[src/rtl/nano6502_pkg.sv]
// Shared nano6502 definitions: DMA register map, CTRL/STATUS bit positions,
// DMA controller state encoding and the io bank the decoder uses for the DMA.
package nano6502_pkg;
  localparam logic [7:0] IO_BANK_DMA = 8'h07;

  localparam logic [2:0] DMA_REG_SRC_L  = 3'd0;
  localparam logic [2:0] DMA_REG_SRC_H  = 3'd1;
  localparam logic [2:0] DMA_REG_DST_L  = 3'd2;
  localparam logic [2:0] DMA_REG_DST_H  = 3'd3;
  localparam logic [2:0] DMA_REG_LEN_L  = 3'd4;
  localparam logic [2:0] DMA_REG_LEN_H  = 3'd5;
  localparam logic [2:0] DMA_REG_CTRL   = 3'd6;
  localparam logic [2:0] DMA_REG_STATUS = 3'd7;

  localparam int CTRL_START  = 0;
  localparam int CTRL_IRQ_EN = 1;
  localparam int CTRL_FILL   = 2;
  localparam int STAT_BUSY   = 0;
  localparam int STAT_DONE   = 1;

  typedef enum logic [2:0] {IDLE, REQ, READ, CAPT, WRITE, DONE} dma_state_t;
endpackage

[src/rtl/dma_ctrl_if.sv]
// DMA controller signal bundle: CPU register window plus the DMA bus side.
// slave = the DMA controller, master = the system (CPU/decoder/memory) side.
interface dma_ctrl_if;
  logic        cs_i;
  logic        R_W_n;
  logic [2:0]  addr_i;
  logic [7:0]  data_i;
  logic [7:0]  data_o;
  logic        rdy_o;
  logic        bus_req_o;
  logic [15:0] dma_addr_o;
  logic        dma_r_w_n_o;
  logic [7:0]  dma_data_o;
  logic [7:0]  dma_data_i;
  logic        irq_o;

  modport slave (
    input  cs_i, R_W_n, addr_i, data_i, dma_data_i,
    output data_o, rdy_o, bus_req_o, dma_addr_o, dma_r_w_n_o, dma_data_o, irq_o
  );
  modport master (
    output cs_i, R_W_n, addr_i, data_i, dma_data_i,
    input  data_o, rdy_o, bus_req_o, dma_addr_o, dma_r_w_n_o, dma_data_o, irq_o
  );
endinterface

[src/rtl/dma_ctrl_regs.sv]
// dma_regs: programmed register file, read mux, START pulse and DONE/IRQ flag.
// CTRL.FILL is only writable when DMA_FILL_EN is defined.
module dma_regs
  import nano6502_pkg::*;
(
  input  logic        clk,
  input  logic        rst_n,
  input  logic        wr,
  input  logic [2:0]  addr,
  input  logic [7:0]  wdata,
  input  logic        busy,
  input  logic        done_set,
  output logic [7:0]  rdata,
  output logic [15:0] src,
  output logic [15:0] dst,
  output logic [15:0] len,
  output logic        irq_en,
  output logic        fill,
  output logic        go,
  output logic        irq
);
`ifdef DMA_FILL_EN
  localparam bit FILL_OK = 1'b1;
`else
  localparam bit FILL_OK = 1'b0;
`endif

  logic [5:0][7:0] cfg;
  logic            done;

  assign src = {cfg[1], cfg[0]};
  assign dst = {cfg[3], cfg[2]};
  assign len = {cfg[5], cfg[4]};
  assign go  = wr && addr == DMA_REG_CTRL && wdata[CTRL_START] && !busy;
  assign irq = done & irq_en;

  // Register writes; address/length/mode frozen while a transfer runs
  always_ff @(posedge clk or negedge rst_n) begin
    if (!rst_n) begin
      cfg    <= '0;
      irq_en <= 1'b0;
      fill   <= 1'b0;
      done   <= 1'b0;
    end else begin
      if (wr && !busy && addr <= DMA_REG_LEN_H) cfg[addr] <= wdata;
      if (wr && addr == DMA_REG_CTRL) begin
        irq_en <= wdata[CTRL_IRQ_EN];
        if (!busy) fill <= wdata[CTRL_FILL] & FILL_OK;
      end
      // completion set has priority over a software clear
      if (done_set) done <= 1'b1;
      else if (wr && addr == DMA_REG_STATUS && wdata[STAT_DONE]) done <= 1'b0;
    end
  end

  // Read mux returns programmed values, never the working counters
  always_comb begin
    rdata = 8'h00;
    case (addr)
      DMA_REG_CTRL:   rdata = {5'b0, fill, irq_en, 1'b0};
      DMA_REG_STATUS: rdata = {6'b0, done, busy};
      default:        rdata = cfg[addr];
    endcase
  end
endmodule

[src/rtl/dma_ctrl.sv]
// dma_ctrl: nano6502 memory-to-memory DMA. Stalls the CPU via RDY, owns the
// bus for READ/CAPT/WRITE per byte, then flags DONE. Optional block fill is
// enabled by defining DMA_FILL_EN.
module dma_ctrl
  import nano6502_pkg::*;
#(
  parameter int HALT_CYCLES = 1
) (
  input logic       clk_i,
  input logic       rst_n_i,
  dma_ctrl_if.slave bus
);
  dma_state_t  state;
  logic [15:0] src_q, dst_q, cnt_q;
  logic [7:0]  byte_q;
  logic [2:0]  hcnt;
  logic        fill_q;
  logic        rdy, bus_req, r_w_n;
  logic [15:0] addr;
  logic [7:0]  dout;

  logic [15:0] src, dst, len;
  logic [7:0]  rdata;
  logic        irq_en, fill, go, irq;

  dma_regs u_regs (
    .clk      (clk_i),
    .rst_n    (rst_n_i),
    .wr       (bus.cs_i & ~bus.R_W_n),
    .addr     (bus.addr_i),
    .wdata    (bus.data_i),
    .busy     (state != IDLE),
    .done_set (state == DONE),
    .rdata    (rdata),
    .src      (src),
    .dst      (dst),
    .len      (len),
    .irq_en   (irq_en),
    .fill     (fill),
    .go       (go),
    .irq      (irq)
  );

  assign bus.data_o      = bus.cs_i ? rdata : 8'h00;
  assign bus.rdy_o       = rdy;
  assign bus.bus_req_o   = bus_req;
  assign bus.dma_addr_o  = addr;
  assign bus.dma_r_w_n_o = r_w_n;
  assign bus.dma_data_o  = dout;
  assign bus.irq_o       = irq;

  // Transfer FSM; bus outputs are registered alongside each state change
  always_ff @(posedge clk_i or negedge rst_n_i) begin
    if (!rst_n_i) begin
      state   <= IDLE;
      src_q   <= '0;
      dst_q   <= '0;
      cnt_q   <= '0;
      byte_q  <= '0;
      hcnt    <= '0;
      fill_q  <= 1'b0;
      rdy     <= 1'b1;
      bus_req <= 1'b0;
      r_w_n   <= 1'b1;
      addr    <= '0;
      dout    <= '0;
    end else begin
      case (state)
        IDLE: if (go) begin
          src_q  <= src;
          dst_q  <= dst;
          cnt_q  <= len;
          fill_q <= fill;
          byte_q <= src[7:0];
          hcnt   <= 3'(HALT_CYCLES - 1);
          rdy    <= 1'b0;
          state  <= REQ;
        end
        REQ: begin
          if (hcnt != 3'd0) hcnt <= hcnt - 3'd1;
          else if (cnt_q == 16'd0) state <= DONE;
          else if (fill_q) begin
            state   <= WRITE;
            bus_req <= 1'b1;
            addr    <= dst_q;
            r_w_n   <= 1'b0;
            dout    <= byte_q;
          end else begin
            state   <= READ;
            bus_req <= 1'b1;
            addr    <= src_q;
            r_w_n   <= 1'b1;
          end
        end
        READ: state <= CAPT;
        CAPT: begin
          // memory data is valid this cycle; forward it straight to the write
          byte_q <= bus.dma_data_i;
          dout   <= bus.dma_data_i;
          addr   <= dst_q;
          r_w_n  <= 1'b0;
          state  <= WRITE;
        end
        WRITE: begin
          if (!fill_q) src_q <= src_q + 16'd1;
          dst_q <= dst_q + 16'd1;
          cnt_q <= cnt_q - 16'd1;
          if (cnt_q != 16'd1) begin
            if (fill_q) addr <= dst_q + 16'd1;
            else begin
              state <= READ;
              addr  <= src_q + 16'd1;
              r_w_n <= 1'b1;
              dout  <= 8'h00;
            end
          end else begin
            state   <= DONE;
            bus_req <= 1'b0;
            addr    <= '0;
            r_w_n   <= 1'b1;
            dout    <= 8'h00;
          end
        end
        DONE: begin
          rdy   <= 1'b1;
          state <= IDLE;
        end
        default: state <= IDLE;
      endcase
    end
  end
endmodule

[src/flat_wrapper.sv]
// flat-port wrapper written by rule: the top's interface ports become plain ports
module dma_ctrl_flat import nano6502_pkg::*;
#(
  parameter int HALT_CYCLES = 1
)
  (clk_i, rst_n_i, bus_cs_i, bus_R_W_n, bus_addr_i, bus_data_i, bus_dma_data_i, bus_data_o, bus_rdy_o, bus_bus_req_o, bus_dma_addr_o, bus_dma_r_w_n_o, bus_dma_data_o, bus_irq_o);
  dma_ctrl_if bus_i ();
  input logic clk_i;
  input logic rst_n_i;
  input wire logic [$bits(bus_i.cs_i)-1:0] bus_cs_i;
  input wire logic [$bits(bus_i.R_W_n)-1:0] bus_R_W_n;
  input wire logic [$bits(bus_i.addr_i)-1:0] bus_addr_i;
  input wire logic [$bits(bus_i.data_i)-1:0] bus_data_i;
  input wire logic [$bits(bus_i.dma_data_i)-1:0] bus_dma_data_i;
  output wire logic [$bits(bus_i.data_o)-1:0] bus_data_o;
  output wire logic [$bits(bus_i.rdy_o)-1:0] bus_rdy_o;
  output wire logic [$bits(bus_i.bus_req_o)-1:0] bus_bus_req_o;
  output wire logic [$bits(bus_i.dma_addr_o)-1:0] bus_dma_addr_o;
  output wire logic [$bits(bus_i.dma_r_w_n_o)-1:0] bus_dma_r_w_n_o;
  output wire logic [$bits(bus_i.dma_data_o)-1:0] bus_dma_data_o;
  output wire logic [$bits(bus_i.irq_o)-1:0] bus_irq_o;
  assign bus_i.cs_i = bus_cs_i;
  assign bus_i.R_W_n = bus_R_W_n;
  assign bus_i.addr_i = bus_addr_i;
  assign bus_i.data_i = bus_data_i;
  assign bus_i.dma_data_i = bus_dma_data_i;
  assign bus_data_o = bus_i.data_o;
  assign bus_rdy_o = bus_i.rdy_o;
  assign bus_bus_req_o = bus_i.bus_req_o;
  assign bus_dma_addr_o = bus_i.dma_addr_o;
  assign bus_dma_r_w_n_o = bus_i.dma_r_w_n_o;
  assign bus_dma_data_o = bus_i.dma_data_o;
  assign bus_irq_o = bus_i.irq_o;
  dma_ctrl #(.HALT_CYCLES(HALT_CYCLES)) u_core (.clk_i(clk_i), .rst_n_i(rst_n_i), .bus(bus_i));
endmodule
[config.mk]
export PLATFORM = sky130hd
export DESIGN_NAME = dma_ctrl_flat
export DESIGN_NICKNAME = d
export VERILOG_FILES = /design/src/rtl/nano6502_pkg.sv /design/src/rtl/dma_ctrl_if.sv /design/src/rtl/dma_ctrl_regs.sv /design/src/rtl/dma_ctrl.sv /design/src/flat_wrapper.sv
export SDC_FILE = /design/constraint.sdc
export NUM_CORES = 1
export LEC_CHECK = 0
export ABC_AREA = 1
export CORE_ASPECT_RATIO = 1.25
export CORE_MARGIN = 1.5
export CORE_UTILIZATION = 45
export DETAILED_ROUTE_END_ITERATION = 6
export PLACE_DENSITY_LB_ADDON = 0.05
export SYNTH_ARGS = -nofsm -noshare
export SYNTH_HDL_FRONTEND = slang
export SYNTH_SLANG_ARGS = --single-unit
[constraint.sdc]
create_clock -name clk_i -period 2.25 [get_ports clk_i]
set_clock_uncertainty 0.15 [all_clocks]
set_input_delay 0.45 -clock clk_i [delete_from_list [all_inputs] [get_ports clk_i]]
set_output_delay 0.45 -clock clk_i [all_outputs]
set_load 0.02 [all_outputs]
==> impl_metrics.yaml <==
outcome:
  outcome: "finished, final reports clean"
clocking:
  htreeDepth: 4
  clockRootBuffer: "clkbuf_16"
  cts_buffer_depth: 2
  clkTransAtPathRegs_ns: 0.06
  cts_tree: "done"
  cts_buffers: 17
  cts.sinks: 131
  clock_latency_ns: 0.43
global_routing:
  grt_pass1_wl_mm: 34.9
  gr-total-overflow: 0
  grt_pass1_vias: 6549
  grtUsageTotal_pct: 28.0
  grt_max_degree: 42
  antenna_found_initial: 0
yosys:
  synth_xor_area_share_pct: 0.741
  synth_top_area_share_pct: 45.5
  synth_mux_area_share_pct: 0
  yosysTopAreaCell: "dfrtp_1"
  synth.net_count: 1004
  synthAdderAreaFrac_pct: 1.06
  synth_area_um2: 7100
  synth_top_family_by_area: "simple AND/OR/NAND/NOR gates"
  yosys-top-cells-area: "dfrtp_1, nand2_1, o21ai_0, inv_1, nand3_1"
  synth-seq-area-share_pct: 46.2
  post_synth.cell_area_avg_um2: 7.28
  synth_seq_cells: 131
  synth_compound_area_share_pct: 14.6
  syn_inst: 975
  yosys.area_share.simple_pct: 29.8
  ys_types: 31
  yosysWarnings: 0
route:
  num_vias: 6866
  wl_per_cell_um: 16.5
  drc_errors: 0
  drt_iter0_drc: 459
  drt-pass1-iter-count: 5
  drtAntennaViolNets: 0
  wirelength_mm: 21.8
  viasPerCell: 5.21
worst_setup_path:
  critical_path.most_common_cell: "nor2_2"
  slowest_stage: "dfrtp_1"
  endpoint_kind: "output port"
  arrival_ns: 1.64
  crit_family: "flip-flops"
  cpPeakStageDelay_ns: 0.40
  start_kind: "flop"
  cp_max_fo: 4
  crit_type: "flop to output port"
  worstRegToRegCells: 7
  crit_buf_inv: 3
  path_cells: "nor2_2 -> inv_1 -> nor2_2 -> buf_6 -> o21ai_2 -> nor2_1 -> a21boi_1 -> buf_4"
  path_depth: 8
  worst_ep_required_time_ns: 1.65
die:
  die_area_um2: 16500
  ioPinCount: 59
  start_util_pct: 45.8
  fp.dieW_um: 115
  die_h_um: 143
  rows: 51
  design.core.area_um2: 15500
hold_path:
  min_path_type: "input port to asynchronous set/reset pin"
cells_and_area:
  final_common_cell: "nand2_1"
  fill_cells: 1513
  fin_nets: 1123
  mostFrequentLayoutCells: "nand2_1, dfrtp_1, inv_1"
  multiInputGateArea_um2: 3330
  seqCellArea_um2: 3280
  drive_gt1_share_pct: 12.8
  antenna_cells: 0
  syn2layout_area_growth_pct: 28.1
  design_area_um2: 9090
timing:
  setup_viol: 0
  hold_violations: 0
  worstMarginPinSlew_ns: 0.535
  period_minus_slack_ns: 2.24
  max_freq_ghz: 0.446
  drv_slew: 0
  period_share_pct: 99.6
  slew_headroom_pct: 64.3
  hold_slack_ns: 0.312
  grt_setup_unrepaired: "yes"
place:
  portBuffers: 58
  dp_hpwl_mm: 16.8
  gp_congestion: 0.899
  place_area_um2: 8350
power_and_ir_drop:
  ir_drop_uv: 361
  p_total_w: 0.00560
  powerDensity_nw_per_um2: 616
  power_leakage_nw: 4.30
flow_run:
  drv_cap: 0
power breakdown:
group	total, W	internal (W)	leakage, nW	switching [W]
Clock	0.00296	0.00186	0.293	0.00110
Sequential	0.00239	0.00237	1.60	0.0000153
Combinational	0.000252	0.000102	2.41	0.000150
Total	0.00560	0.00433	4.30	0.00126
cells by family (layout without fill, tap and decap cells):
group / after synthesis / after routing
flops: 131 / 131
simple gates: 517 / 517
xor+xnor: 6 / 6
fa+ha+maj: 6 / 6
buf+inv: 137 / 269
compound gates: 178 / 178
routing by layer:
layer  share of wire (%)  global-route usage (%)
met5                   0                       0
met4                 5.2                    14.2
met3                 4.9                    4.39
met1                  43                    36.0
met2                  47                    45.6
worst paths after layout:
path	from	to	slack (ns)
min in group clk_i	u_core.bus.rdy_o	u_core.bus.rdy_o	0.31
worst max-delay path	u_core.state[1]	bus_data_o[0]	0.009
worst min-delay path	rst_n_i	u_core.cnt_q[13]	0.31
worst max register to register	u_core.state[1]	u_core.bus.dma_addr_o[12]	0.21
worst min register to register	u_core.bus.rdy_o	u_core.bus.rdy_o	0.31
max in group asynchronous	rst_n_i	u_core.u_regs.dst[1]	1.03
synth_stat cells, drive strengths merged:
| cell type | count |
|---|---|
| dfstp | 2 |
| o21ai | 98 |
| a21oi | 22 |
| o211ai | 27 |
| a22o | 9 |
| nor2 | 89 |
| xor2 | 4 |
| or2 | 1 |
| o31ai | 1 |
| nand3b | 4 |
| buf | 21 |
| clkbuf | 12 |
| o2111ai | 1 |
| o21a | 1 |
| o22ai | 11 |
| dfrtp | 129 |
| nand2 | 332 |
| nor3 | 9 |
| a21boi | 2 |
| xnor2 | 2 |
| nand4 | 12 |
| inv | 104 |
| a22oi | 6 |
| nand3 | 70 |
| ha | 6 |
final cells by class:
| type | instances | area share [%] |
|---|---|---|
| multi-input cells | 707 | 36.7 |
| flip-flops and latches | 131 | 36.1 |
| repair buffers | 133 | 13.1 |
| clock buffers | 17 | 4.68 |
| inverters | 104 | 4.30 |
| well taps | 212 | 2.92 |
| clock inverters | 15 | 2.27 |
flip-flops by register name, summed over array words and instances (netlist names):
register / flops
u_core.bus.bus_req_o: 1
u_core.u_regs.src: 16
u_core.bus.dma_data_o: 8
u_core.state: 3
u_core.u_regs.dst: 16
u_core.bus.dma_r_w_n_o: 1
u_core.dst_q: 16
u_core.src_q: 16
u_core.u_regs.len: 16
u_core.bus.dma_addr_o: 16
u_core.hcnt: 3
u_core.u_regs.irq_en: 1
u_core.u_regs.done: 1
u_core.bus.rdy_o: 1
u_core.cnt_q: 16
per-stage QoR:
step                TNS [ns]  setup slack (ns)  instances  util [%]
floorplan                  0             0.129        975         -
global placement      -29.10            -0.789       1278      53.9
detailed placement    -28.71            -0.780       1278      53.9
CTS                  -0.0227           -0.0227       1315      58.3
global route          -0.126            -0.126       1319      58.6
finish                     0           0.00931       1319      58.6
what timing repair did:
action | in CTS | in global routing
cloned | 1 | 0
setup endpoints to repair | 8 | 8
pin swaps | 2 | 8
endpoints found under the hold margin | 26 | 0
hold buffers | 1 | 0
gates resized for setup | 57 | 15
buffers inserted | 3 | 4
(Power assumes the default switching activity.)
